<file path="src/rtl/breakout_game_ctrl.sv">
// Top-level breakout game sequencer: idle/serve/play/pause/win/end with lives,
// level progression and single-cycle reset pulses toward the game components.
module breakout_game_ctrl #(
    parameter int unsigned IDLE_DELAY  = 1000000,
    parameter int unsigned SERVE_DELAY = 500000,
    parameter int unsigned LIVES       = 3,
    parameter int unsigned LEVELS      = 4,
    parameter int unsigned CNT_W       = 20,
    parameter int unsigned LIFE_W      = $clog2(LIVES + 1),
    parameter int unsigned LVL_W       = (LEVELS > 1) ? $clog2(LEVELS) : 1
) (
    input  logic              i_sys_clk,
    input  logic              i_sys_rst,
    input  logic              i_start_key,
    input  logic              i_pause_key,
    input  logic              i_lose_sig,
    input  logic              i_clear_sig,
    output logic [2:0]        o_game_state,
    output logic              o_game_reset,
    output logic              o_ball_reset,
    output logic              o_level_up,
    output logic              o_play_en,
    output logic [LIFE_W-1:0] o_lives_left,
    output logic [LVL_W-1:0]  o_level
);

    typedef enum logic [2:0] {
        StIdle  = 3'd0,
        StServe = 3'd1,
        StPlay  = 3'd2,
        StPause = 3'd3,
        StWin   = 3'd4,
        StEnd   = 3'd5
    } state_t;

    localparam logic [CNT_W-1:0]  IDLE_CNT  = CNT_W'(IDLE_DELAY);
    localparam logic [CNT_W-1:0]  SERVE_CNT = CNT_W'(SERVE_DELAY);
    localparam logic [LIFE_W-1:0] LIVES_INIT = LIFE_W'(LIVES);
    localparam logic [LIFE_W-1:0] LAST_LIFE  = LIFE_W'(1);
    localparam logic [LVL_W-1:0]  LAST_LEVEL = LVL_W'(LEVELS - 1);

    state_t              r_state;
    logic [CNT_W-1:0]    r_cnt;
    logic [LIFE_W-1:0]   r_lives;
    logic [LVL_W-1:0]    r_level;
    logic                r_game_reset;
    logic                r_ball_reset;
    logic                r_level_up;
    logic                r_play_en;

    state_t              w_state_d;
    logic [CNT_W-1:0]    w_cnt_d;
    logic [CNT_W-1:0]    w_cnt_lim;
    logic [LIFE_W-1:0]   w_lives_d;
    logic [LVL_W-1:0]    w_level_d;
    logic                w_game_reset_d;
    logic                w_ball_reset_d;
    logic                w_level_up_d;
    logic                w_delay_done;

    // Only IDLE and SERVE are timed; other states park the counter at 0.
    always_comb begin
        w_cnt_lim = '0;
        if (r_state == StIdle) begin
            w_cnt_lim = IDLE_CNT;
        end else if (r_state == StServe) begin
            w_cnt_lim = SERVE_CNT;
        end
    end

    assign w_delay_done = ((r_state == StIdle) || (r_state == StServe)) &&
                          (r_cnt == w_cnt_lim);

    always_comb begin
        w_state_d      = r_state;
        w_lives_d      = r_lives;
        w_level_d      = r_level;
        w_game_reset_d = 1'b0;
        w_ball_reset_d = 1'b0;
        w_level_up_d   = 1'b0;
        case (r_state)
            StIdle: begin
                if (w_delay_done && i_start_key) begin
                    w_state_d      = StServe;
                    w_game_reset_d = 1'b1;
                    w_ball_reset_d = 1'b1;
                    w_lives_d      = LIVES_INIT;
                    w_level_d      = '0;
                end
            end
            StServe: begin
                if (w_delay_done) begin
                    w_state_d = StPlay;
                end
            end
            StPlay: begin
                // Losing the ball outranks clearing the field, which outranks pause.
                if (i_lose_sig) begin
                    if (r_lives == LAST_LIFE) begin
                        w_state_d      = StEnd;
                        w_lives_d      = '0;
                        w_game_reset_d = 1'b1;
                    end else begin
                        w_state_d      = StServe;
                        w_lives_d      = r_lives - LAST_LIFE;
                        w_ball_reset_d = 1'b1;
                    end
                end else if (i_clear_sig) begin
                    if (r_level == LAST_LEVEL) begin
                        w_state_d      = StWin;
                        w_game_reset_d = 1'b1;
                    end else begin
                        w_state_d      = StServe;
                        w_level_d      = r_level + LVL_W'(1);
                        w_ball_reset_d = 1'b1;
                        w_level_up_d   = 1'b1;
                    end
                end else if (i_pause_key) begin
                    w_state_d = StPause;
                end
            end
            StPause: begin
                if (i_pause_key) begin
                    w_state_d = StPlay;
                end
            end
            StWin, StEnd: begin
                if (i_start_key) begin
                    w_state_d      = StIdle;
                    w_game_reset_d = 1'b1;
                end
            end
            default: begin
                w_state_d = StIdle;
            end
        endcase
    end

    always_comb begin
        w_cnt_d = r_cnt;
        if (w_state_d != r_state) begin
            w_cnt_d = '0;
        end else if (r_cnt != w_cnt_lim) begin
            w_cnt_d = r_cnt + CNT_W'(1);
        end
    end

    always_ff @(posedge i_sys_clk or posedge i_sys_rst) begin
        if (i_sys_rst) begin
            r_state      <= StIdle;
            r_cnt        <= '0;
            r_lives      <= LIVES_INIT;
            r_level      <= '0;
            r_game_reset <= 1'b0;
            r_ball_reset <= 1'b0;
            r_level_up   <= 1'b0;
            r_play_en    <= 1'b0;
        end else begin
            r_state      <= w_state_d;
            r_cnt        <= w_cnt_d;
            r_lives      <= w_lives_d;
            r_level      <= w_level_d;
            r_game_reset <= w_game_reset_d;
            r_ball_reset <= w_ball_reset_d;
            r_level_up   <= w_level_up_d;
            r_play_en    <= (w_state_d == StPlay);
        end
    end

    assign o_game_state = r_state;
    assign o_game_reset = r_game_reset;
    assign o_ball_reset = r_ball_reset;
    assign o_level_up   = r_level_up;
    assign o_play_en    = r_play_en;
    assign o_lives_left = r_lives;
    assign o_level      = r_level;

endmodule
</file>
<file path="config.mk">
export PLATFORM = sky130hd
export DESIGN_NAME = breakout_game_ctrl
export DESIGN_NICKNAME = d
export VERILOG_FILES = /design/src/rtl/breakout_game_ctrl.sv
export SDC_FILE = /design/constraint.sdc
export NUM_CORES = 1
export LEC_CHECK = 0
export CORE_UTILIZATION = 27
export CTS_BUF_LIST = sky130_fd_sc_hd__clkbuf_16
export CTS_CLUSTER_DIAMETER = 40
export DETAILED_ROUTE_END_ITERATION = 7
export PLACE_DENSITY = 0.56
export SLEW_MARGIN = 5
export SYNTH_ARGS = -nofsm -noshare
export SYNTH_HDL_FRONTEND = slang
export SYNTH_SLANG_ARGS = --single-unit
</file>
<file path="constraint.sdc">
create_clock -name i_sys_clk -period 2.35 [get_ports i_sys_clk]
set_input_delay 0.47 -clock i_sys_clk [delete_from_list [all_inputs] [get_ports i_sys_clk]]
set_output_delay 0.47 -clock i_sys_clk [all_outputs]
set_load 0.005 [all_outputs]
</file>
; After elaboration in Yosys (flattened, before gate mapping)
; Cells that the tools add are included.
[classes]
bitwise_logic = 0
addsub = 3
magnitude_cmp = 0
n_shift = 0
reduce_logical = 9
n_mul = 0
n_div = 0
muxes = 37
eq_ne = 16
[ops]
columns = cell, count
row1 = 20-bit two-way mux, 3
row2 = 3-bit two-way mux, 9
row3 = 20-bit by 1-bit adder with 20-bit output (second input constant), 1
row4 = 20-bit equality test, 1
row5 = 20-bit != test, 1
row6 = 19-bit two-way mux, 1
row7 = 3-bit one-hot mux with 5 select lines, 1
row8 = 2-bit two-way mux, 7
row9 = 1-bit two-way mux, 12
row10 = 3-bit by 2-bit equality test with 1-bit output (second input constant), 3
row11 = 2-bit != test (second input constant), 4
row12 = 2-bit one-hot mux with 2 select lines, 2
row13 = 3-bit equality test (second input constant), 2
row14 = 5-bit AND reduction, 1
row15 = 2-bit nonzero test, 2
row16 = 3-bit by 1-bit equality test with 1-bit output (second input constant), 1
row17 = 3-bit logical NOT, 1
row18 = 3-bit != test, 1
row19 = 1-bit one-hot mux with 3 select lines, 1
row20 = 3-bit AND reduction, 1
row21 = 2-bit by 1-bit adder with 2-bit output (second input constant), 1
row22 = 2-bit by 1-bit equality test with 1-bit output (second input constant), 1
row23 = 2-bit equality test (second input constant), 1
row24 = 1-bit logical AND, 2
row25 = other kinds (5), 5
[totals]
output_inout_bits = 11
regBits = 31
mem_bits_ro = 0
inputBits = 6
wordCells = 73
mem_bits_rw = 0
n_memories = 0
latchBits = 0

; Longest topological paths before layout
[logic_depth]
ltp_word = 10
depth_mapped = 8
mapped_depth_nobuf = 7

; Worst setup path after synthesis
; Ideal clock, no wire load.
[synth_timing]
kind = flip-flop to flip-flop
from = register r_cnt[6]
to = register r_level[1], in the netlist o_level[1]
stages_incl_launch_ff = 6
setup_slack_ns = 0.395
arrival_time_ns = 1.836
required_time_ns = 2.230
setup_ns = 0.120
period_less_slack_ns = 1.955
n_path_buf = 0
cell_sequence = dfrtp_1 > nor4_4 > a22oi_2 > o31a_1 > or3_4 > a31o_1
[synth_via]
elab_chain_cells = 5
[synth_rtl]
columns = item, line
row1 = start: declaration, 43  ; logic [CNT_W-1:0] r_cnt;
row2 = start signal: assignment, 160  ; r_cnt <= w_cnt_d;
row3 = 20-bit equality test, 72  ; (r_cnt == w_cnt_lim);
row4 = 1-bit logical AND, 71  ; assign w_delay_done = ((r_state == StIdle) || (r_state == StServe)) &&
row5 = 1-bit logical AND, 83  ; if (w_delay_done && i_start_key) begin
row6 = 2-bit by 1-bit != test with 1-bit output (no source line), --
row7 = 5-bit AND reduction (no source line), --
row8 = end signal: assignment, 162  ; r_level <= w_level_d;
row9 = end: declaration, 45  ; logic [LVL_W-1:0] r_level;
; No other way between the ends.
; A chain may end at the register's enable or synchronous reset.

; Final worst setup path
[layout_timing]
from = register r_cnt[9]
to = register r_level[1], in the netlist o_level[1]
; The elaborated chain is that of the path after synthesis.

==> key figures <==
Global routing
  – Grt total ovfl: 0
  – Largest net degree at the start of global routing: 32
  – Vias in the first global route: 1525
  – Gr usage total: a little over an eighth
  – First-pass GRT wire length: between 7 and 8 mm
  – Initial antenna violation count: 0

Cells and area
  – Final Non-Filler Cells: roughly 300
  – Finished Cell Area: 2290 sq um
  – Layout cells sized above 1: between 10 and 15%
  – Antenna Diode Count: 0
  – Area Overhead vs Synth: 25.4%
  – Filler Cells Inserted: around 640
  – Final nets: 234

STA
  – RSZ-0062 raised after global routing: false
  – Setup tns final: 0 ps
  – Max Freq: between 400 and 500 MHz
  – Final Cycle Share: between 80% and 90%
  – Hold slack: about 510 ps
  – Final Setup Violations: 0
  – Final Max Slew Viols: 0
  – Slew headroom: between 60% and 70%
  – Final Hold Viols: 0
  – Layout Skew: about 3.6 ps
  – Minimum clock period: roughly 2100 ps
  – Worst Tran Pin Value: 502 ps

Power and ir drop
  – Internal power: 0.937 mW
  – Leak pwr: a little over 0.9 nW
  – Combinational power share: approximately 3.6%
  – Sw power: ~0.25 mW
  – PwrDens: about 520 nW/um^2
  – Sw Share: a little over a fifth
  – Flop pwr share: between 40% and 50%
  – Total power: 1.19 mW
  – Share of total power in the clock network: approximately half
  – Worst IR Drop VDD: about 0.00024 V

Critical path
  – Worst Path Arrival: between 2000 and 2500 ps
  – Required @ worst endpoint: about 2500 ps
  – Worst Path Max Fanout: 7
  – Startpoint class of the critical path: flip-flop
  – Worst setup EP type: flip-flop
  – Max incr delay on CP: 480 ps
  – Cell breakdown of the critical path: nor4_4, a22oi_2, o31a_1, or3_4, a31o_1
  – Critical path class: flip-flop to flip-flop
  – Standard cell with the maximum stage delay on the critical path: dfrtp_1
  – Worst Reg-to-Reg Cells: 5
  – Reg-to-reg slack, setup: about 240 ps

Yosys
  – Ranking of synthesized cells by area: dfrtp_1, nor3_1, xor2_1
  – Ys flop type: dfrtp_1
  – Seq/Total Area, Yosys: around 43%
  – Syn_nets: between 200 and 250
  – Synthesized cell area: around 1800 sq um
  – Syn Area/Cell: 9.36 sq um
  – Mapped Cells: about 200
  – Top cell type's share of synthesized area: between 30% and 40%
  – EDFF count, synth: 0
  – Cell taking the most area after synthesis: dfrtp_1
  – FFs w/ async S/R, synth: 100%
  – FF+latch count, synth: 31
  – Synth cell types: 45
  – Ys Warns: 0

Routing
  – DR WL/cell: ~14 microns
  – Via count: approximately 1500
  – DR iter-0 viols: 120
  – Routed Antenna Nets: 0
  – DRT Pass-1 Iters: 4
  – Drt total wl: approximately 4.2 mm
  – DRC: 0
  – Via-to-Cell Ratio: 5.07

Clocking
  – CTS tree: done
  – Root Driver: clkbuf_16
  – Post-CTS Resized: 0
  – Reg clk slew, reported paths: roughly 50 ps
  – Htree depth: 2
  – Hold Buf Count CTS: 0
  – Post-CTS Setup Bufs: 0
  – Worst-case clock buffer depth: 2
  – Skew-Pair Late Insertion Delay: roughly 270 ps
  – CTS buffer count: 5
  – Clock sink total: 31

Place
  – Number of I/O port buffers: 16
  – Post-DP HPWL: ~3 mm
  – Area post-placement: 2160 sq um
  – RePlAce Congestion: 0.795
  – Placed Instances: 294

Floorplanning
  – Die area: ~7000 sq um
  – Cell Rows: 29
  – Initial Utilization: approximately 28%
  – Chip Height: roughly 84 microns
  – Ports: 17
  – Core Box Area: ~6400 sq um
  – Die width: between 80 and 90 microns

Worst hold path
  – Hold Crit Depth: 2
  – HP Class: flip-flop to flip-flop

Job
  – MaxCap Viol Count: 0

Run status
  – Status: finished, final reports clean
-- cells in the final DEF, fill, tap and decap left out, drive strengths merged, types with 3 or more instances in the layout --
cell / count
nand4: 7
clkbuf: 5
a21o: 3
nand2b: 4
and3: 3
nand2: 13
nand3: 13
buf: 12
xor2: 9
xnor2: 8
ha: 4
o21ai: 7
inv: 8
nor4: 4
a211oi: 4
a21oi: 5
nor3: 19
dfrtp: 29
and2: 3
and4: 4
or3: 4
a31oi: 3
nor2: 15
clkdlybuf4s50: 16
-- state kept, by name, summed over array words and instances (netlist names) --
register	cells
r_cnt	20
o_level_up	1
o_game_state	3
o_lives_left	2
o_play_en	1
o_level	2
o_game_reset	1
o_ball_reset	1
-- power by group through the flow --
stage / Combinational (mW) / Sequential, mW / Clock [mW]
floorplan: 0.0179 / 0.548 / 0
global placement: 0.0438 / 0.548 / 0
detailed placement: 0.0443 / 0.548 / 0
CTS: 0.0446 / 0.539 / 0.628
global route: 0.0495 / 0.539 / 0.652
finish: 0.0429 / 0.539 / 0.606
-- worst paths after layout --
path	endpoint	start
min in group asynchronous	o_level[1]	i_sys_rst
setup / recovery	o_level[1]	r_cnt[9]
setup reg to reg	o_level[1]	r_cnt[9]
hold / removal	o_lives_left[1]	o_lives_left[1]
max in group asynchronous	o_lives_left[0]	i_sys_rst
hold reg to reg	o_lives_left[1]	o_lives_left[1]
-- cell usage after synthesis (all sizes together), types with 2 or more instances --
library cell and count:
buf 5, nand2 13, inv 8, a21oi 5
xnor2 8, ha 4, nand4 7, dfstp 2
nor3 19, and4 4, a31oi 3, dfrtp 29
nor3b 2, a31o 2, xor2 9, a21o 3
nand2b 4, or2 2, nor2 15, o21ai 7
a211oi 4, nor4 4, and2 3, nand3 13
a22oi 2, or3 4, and3 3
-- critical path, delay by kind of cell (launching register included) --
kind / cells / cell delay (ps)
flops: 1 / 480
compound gates: 3 / 730
simple gates: 2 / 780
-- metal layers --
metal | track usage (%) | vias up | part of all wire [%]
li1 | - | 778 | -
met1 | 17.4 | 720 | 50
met2 | 19.8 | 24 | 45
met3 | 3.44 | 5 | 3.0
met4 | 5.96 | 0 | 2.0
met5 | 0 | - | 0
-- cell type report --
type | instances | area, sq um | share of cell area, %
clock buffer | 5 | 125 | 5.46
clock inverter | 2 | 8.76 | 0.383
inverter | 8 | 30.0 | 1.31
multi-input combinational | 150 | 988 | 43.2
sequential | 31 | 778 | 34.0
tap | 77 | 96.3 | 4.21
timing repair buffer | 28 | 263 | 11.5
-- stage by stage --
step                      setup slack, ps  utilization (%)
after floorplan                       395                -
after global placement               92.0             33.6
after detailed placement             86.9             33.6
after CTS                             206             35.7
after global routing                  106             35.7
final                                 236             35.7
-- kinds of logic (layout without fill, tap and decap cells) --
logic type / Yosys count / in the layout / share of synthesized area [%]
buffers and inverters: 14 / 43 / 3.22
adder cells (fa/ha/maj): 4 / 4 / 2.74
XOR/XNOR: 17 / 17 / 8.16
AND/OR/NAND/NOR: 96 / 96 / 29.7
AO/OA/AOI/OAI: 32 / 32 / 13.0
multiplexers: 1 / 1 / 0.548
flip-flops: 31 / 31 / 42.6
Note: power is estimated with default switching activity, not from simulation.
